$ cat config.mk
export PLATFORM = sky130hd
export DESIGN_NAME = core_ctrl
export DESIGN_NICKNAME = d
export VERILOG_FILES = /design/src/rtl/core_ctrl.sv
export SDC_FILE = /design/constraint.sdc
export NUM_CORES = 1
export LEC_CHECK = 0
export CORE_ASPECT_RATIO = 0.8
export CORE_MARGIN = 8
export CORE_UTILIZATION = 45
export DETAILED_ROUTE_END_ITERATION = 16
export GPL_TIMING_DRIVEN = 1
export PLACE_DENSITY_LB_ADDON = 0.05
export REMOVE_ABC_BUFFERS = 1
export SYNTH_ARGS = -nofsm -noshare
export SYNTH_HDL_FRONTEND = slang
export SYNTH_SLANG_ARGS = --single-unit
$ cat constraint.sdc
create_clock -name clk -period 4.1 [get_ports clk]
set_input_delay 0.615 -clock clk [delete_from_list [all_inputs] [get_ports clk]]
set_output_delay 0.615 -clock clk [all_outputs]
set_load 0.01 [all_outputs]
$ cat src/rtl/core_ctrl.sv
// core_ctrl: multi-cycle instruction sequencer (IDLE/FETCH/DECODE/EXECUTE/WRITEBACK/TRAP).
// Optional feature macro: ILLEGAL_TRAP_EN
//   defined   -> an illegal opcode in DECODE parks the FSM in TRAP until rst.
//   undefined -> an illegal opcode retires as a NOP (no rf write, no jump).
//
// Fetch handshake: imem_req is high in every FETCH cycle. The fetch completes
// on the first rising edge where imem_req=1 and imem_ready=1. On that edge
// inst_out loads imem_rdata. imem_ready outside FETCH is ignored.
//
// Strobes rf_we/pc_en/pc_sel are combinational from the WRITEBACK state and are
// masked while rst=1, so an instruction cut off by reset never emits a strobe.
module core_ctrl (
  input  logic        clk,
  input  logic        rst,
  output logic        imem_req,
  input  logic        imem_ready,
  input  logic [31:0] imem_rdata,
  output logic [31:0] inst_out,
  input  logic [6:0]  dec_opcode,
  input  logic        dec_we,
  input  logic        dec_is_jump,
  input  logic        stall,
  output logic        rf_we,
  output logic        pc_en,
  output logic        pc_sel,
  output logic        illegal,
  output logic [2:0]  state,
  output logic [31:0] retire_count
);

  typedef enum logic [2:0] {
    S_IDLE      = 3'd0,
    S_FETCH     = 3'd1,
    S_DECODE    = 3'd2,
    S_EXECUTE   = 3'd3,
    S_WRITEBACK = 3'd4,
    S_TRAP      = 3'd5
  } state_t;

  state_t      state_q, state_d;
  logic [31:0] inst_q, inst_d;
  logic        nop_q, nop_d;        // current instruction had an illegal opcode
  logic [31:0] retire_q, retire_d;
  logic        opcode_legal;

  // Legal opcode set: OP, OP-IMM, LUI, JAL, JALR.
  always_comb begin
    opcode_legal = 1'b0;
    case (dec_opcode)
      7'b0110011,
      7'b0010011,
      7'b0110111,
      7'b1101111,
      7'b1100111: opcode_legal = 1'b1;
      default:    opcode_legal = 1'b0;
    endcase
  end

  // Next-state and output decode.
  always_comb begin
    state_d  = state_q;
    inst_d   = inst_q;
    nop_d    = nop_q;
    retire_d = retire_q;
    imem_req = 1'b0;
    rf_we    = 1'b0;
    pc_en    = 1'b0;
    pc_sel   = 1'b0;
    illegal  = 1'b0;
    case (state_q)
      S_IDLE: begin
        state_d = S_FETCH;
      end
      S_FETCH: begin
        imem_req = 1'b1;
        if (imem_ready) begin
          inst_d  = imem_rdata;
          state_d = S_DECODE;
        end
      end
      S_DECODE: begin
        nop_d = ~opcode_legal;
`ifdef ILLEGAL_TRAP_EN
        state_d = opcode_legal ? S_EXECUTE : S_TRAP;
`else
        state_d = S_EXECUTE;
`endif
      end
      S_EXECUTE: begin
        if (!stall) state_d = S_WRITEBACK;
      end
      S_WRITEBACK: begin
        if (!rst) begin
          rf_we  = dec_we & ~nop_q;
          pc_en  = 1'b1;
          pc_sel = dec_is_jump & ~nop_q;
        end
        retire_d = retire_q + 32'd1;
        state_d  = S_FETCH;
      end
      S_TRAP: begin
`ifdef ILLEGAL_TRAP_EN
        illegal = 1'b1;
        state_d = S_TRAP;
`else
        // Unreachable in this build; recover through IDLE.
        state_d = S_IDLE;
`endif
      end
      default: begin
        state_d = S_IDLE;
      end
    endcase
  end

  // State registers with synchronous reset.
  always_ff @(posedge clk) begin
    if (rst) begin
      state_q  <= S_IDLE;
      inst_q   <= 32'd0;
      nop_q    <= 1'b0;
      retire_q <= 32'd0;
    end else begin
      state_q  <= state_d;
      inst_q   <= inst_d;
      nop_q    <= nop_d;
      retire_q <= retire_d;
    end
  end

  assign state        = state_q;
  assign inst_out     = inst_q;
  assign retire_count = retire_q;

endmodule

==> flow_summary_export.csv <==
group,metric,value,unit
floorplanning,dieArea,9370,um^2
synth,ys_top_cells_by_count,"nand2_1, dfxtp_1, a21oi_1",
placement,gp_congestion,0.728,
placement,port_buffers,115,
cts,clockBufferDepth,2,
floorplanning,die-height,88.2,um
global_routing,grt_max_degree,61,
critical_path,regToRegSetupSlack,1780,ps
cts,hold_buffers,0,
floorplanning,start_util,46.2,%
cts,root_buffer,"clkbuf_8",
synth,synth_edf_count,0,
critical_path,cp_max_fo,11,
synth,synth-xor-area-share,3.58,%
synth,synth_area,2930,um^2
synth,yosys.area_share.simple,31.7,%
power_and_ir_drop,leakage,0.00140,uW
layout,nets,506,
floorplanning,rows,26,
synth,yosys-top-cells-area,"dfxtp_1, nand2_1, a21oi_1, o31ai_1, or4_1",
placement,post-place-ws,1550,ps
placement,place_inst,533,
routing,drt-wirelength-per-cell,15.5,um
status,outcome,"completed",
critical_path,critPathKind,"flip-flop to output pin",
cts,numClockSinks,68,
run,maxCapViolCount,0,
critical_path,startpoint_type,"flip-flop",
sta,finalHoldViolations,0,
global_routing,antenna_found_initial,0,
routing,routed_wl,8.46,mm
cts,postCtsSetupBuffers,0,
synth,synth.most_common_cell,"nand2_1",
layout,syn_to_final_growth,46.2,%
power_and_ir_drop,finalPower,1380,uW
min_path,worst_hold_path.endpoint,"inst_out[24]",
synth,synthCells,357,
synth,async_reset_ff_share,0,%
cts,post_cts_resize_count,0,
sta,post-route-worst-setup-slack,1200,ps
synth,syn_area_per_cell,8.22,um^2
global_routing,overflow,0,
synth,synth_mux_area_share,1.92,%
min_path,hold_start,"inst_out[24]",
global_routing,grt_pass1_wl,13.0,mm
routing,drt-initial-drc-count,111,
critical_path,endpoint_kind,"output pin",
synth,ys_seq_area_share,46.4,%
sta,min_period_over_period,70.7,%
routing,dr.pass1.iters,4,
sta,drv_slew,0,
sta,max_freq,345,MHz
sta,setup-tns-final,0,ps
critical_path,r2r-start,"state[2]",
cts,cts_max_level,3,
cts,cts_tree,"built",
routing,vias,2859,
sta,rsz0062_at_grt,"no",
cts,clk_pin_slew_worst_paths,60,ps
floorplanning,die_w,106,um
critical_path,cp_data_arrival_time,2280,ps
cts,cts_buffers,9,
sta,maxSlewHeadroom,18.3,%
synth,synthAdderAreaFrac,0.427,%
routing,viasPerCell,5.23,
synth,synth-compound-area-share,12.0,%
synth,ys.flop_type,"dfxtp_1",
floorplanning,core,6340,um^2
global_routing,first_global_vias,2557,
synth,yosys.area.top_type,"dfxtp_1",
critical_path,required,3480,ps
routing,drcViolationCount,0,
min_path,hp-class,"flip-flop to flip-flop",
layout,n_antenna_cell,0,
global_routing,grt_util_all_layers,17.2,%
power_and_ir_drop,p_per_area,322,nW/um^2
min_path,hold_path_depth,2,
synth,synth_top_family_by_area,"simple AND/OR/NAND/NOR gates",
layout,drive_above_1_share,5.62,%
critical_path,r2r-end,"retire_count[30]",
sta,fin_crit,2900,ps
synth,yosys_warnings,0,
synth,ys_types,37,
sta,skew,8.81,ps
critical_path,rr_worst_depth,4,
power_and_ir_drop,vdd_ir_drop_max,0.224,mV
cts,insertion_delay,330,ps
synth,yosysTopAreaCellShare,46.4,%
layout,fin_cells,547,
routing,antenna_left,0,
sta,setup_viol,0,
synth,ys_ff_latch,68,
sta,max_slew.worst_pin.slew,1220,ps
placement,dp_hpwl,5.96,mm
floorplanning,ioPinCount,117,
-- how the worst max path moves through the flow --
stage,startpoint,endpoint
finish,state[2],rf_we
global route,state[2],pc_sel
CTS,state[2],rf_we
detailed placement,dec_is_jump,pc_sel
global placement,imem_ready,inst_out[7]
floorplan,imem_ready,inst_out[0]
-- state kept, by name, summed over array words and instances, names as in the netlist --
register	count
inst_out	32
nop_q	1
retire_count	32
state	3
-- cell type report --
type	count	area (um^2)
multi-input combinational	263	1460
tap	84	105
clock buffer	12	155
fill	544	2060
clock inverter	2	35.0
sequential	68	1360
timing repair buffer	118	1170
-- cells in the final DEF, fill, tap and decap left out, drive strengths merged, types with 5 or more instances in the layout --
| cell type | Yosys | final |
|---|---|---|
| clkdlybuf4s50 | 0 | 114 |
| nand2 | 76 | 76 |
| dfxtp | 68 | 68 |
| a21oi | 49 | 49 |
| nor2 | 23 | 23 |
| nand3 | 13 | 13 |
| nand4 | 12 | 12 |
| o31ai | 12 | 12 |
| or4 | 12 | 12 |
| clkbuf | 18 | 12 |
| nor2b | 8 | 8 |
| nor4 | 8 | 8 |
| xnor2 | 7 | 7 |
| nor3 | 6 | 6 |
| and4 | 5 | 5 |
| xor2 | 5 | 5 |
| mux2 | 5 | 5 |
-- power breakdown --
part           internal, uW  switching [uW]
registers               678            12.0
clock network           307             236
logic                  82.8            64.7
total                  1070             313
-- stage by stage --
stage / hold WS [ps] / util (%) / cell area, um^2
3_5_place_dp: 446 / 64.6 / 4100
5_1_grt: 477 / 67.6 / 4290
6_report: 454 / 67.6 / 4290
2_1_floorplan: 474 / - / 2820
3_3_place_gp: 441 / 64.6 / 4100
4_1_cts: 455 / 67.6 / 4290
-- routing by layer --
metal	GRT usage [%]	share of wire [%]
met5	0	0
met4	3.44	0.61
met3	7.21	6.7
met2	28.0	46
met1	21.0	46
-- worst max-delay path, stage by stage, from the launching register on --
cell and delay, ps:
dfxtp_1 440, or3b_1 560, nor4b_1 360, clkdlybuf4s50_1 600
-- cells by family after synthesis --
group / Yosys count
muxes: 5
buffers and inverters: 26
other: 1
adders and majority gates: 1
and+or+nand+nor: 180
AOI/OAI and AO/OA: 64
DFF: 68
xor gates and xnor gates: 12
(Power assumes the default switching activity.)
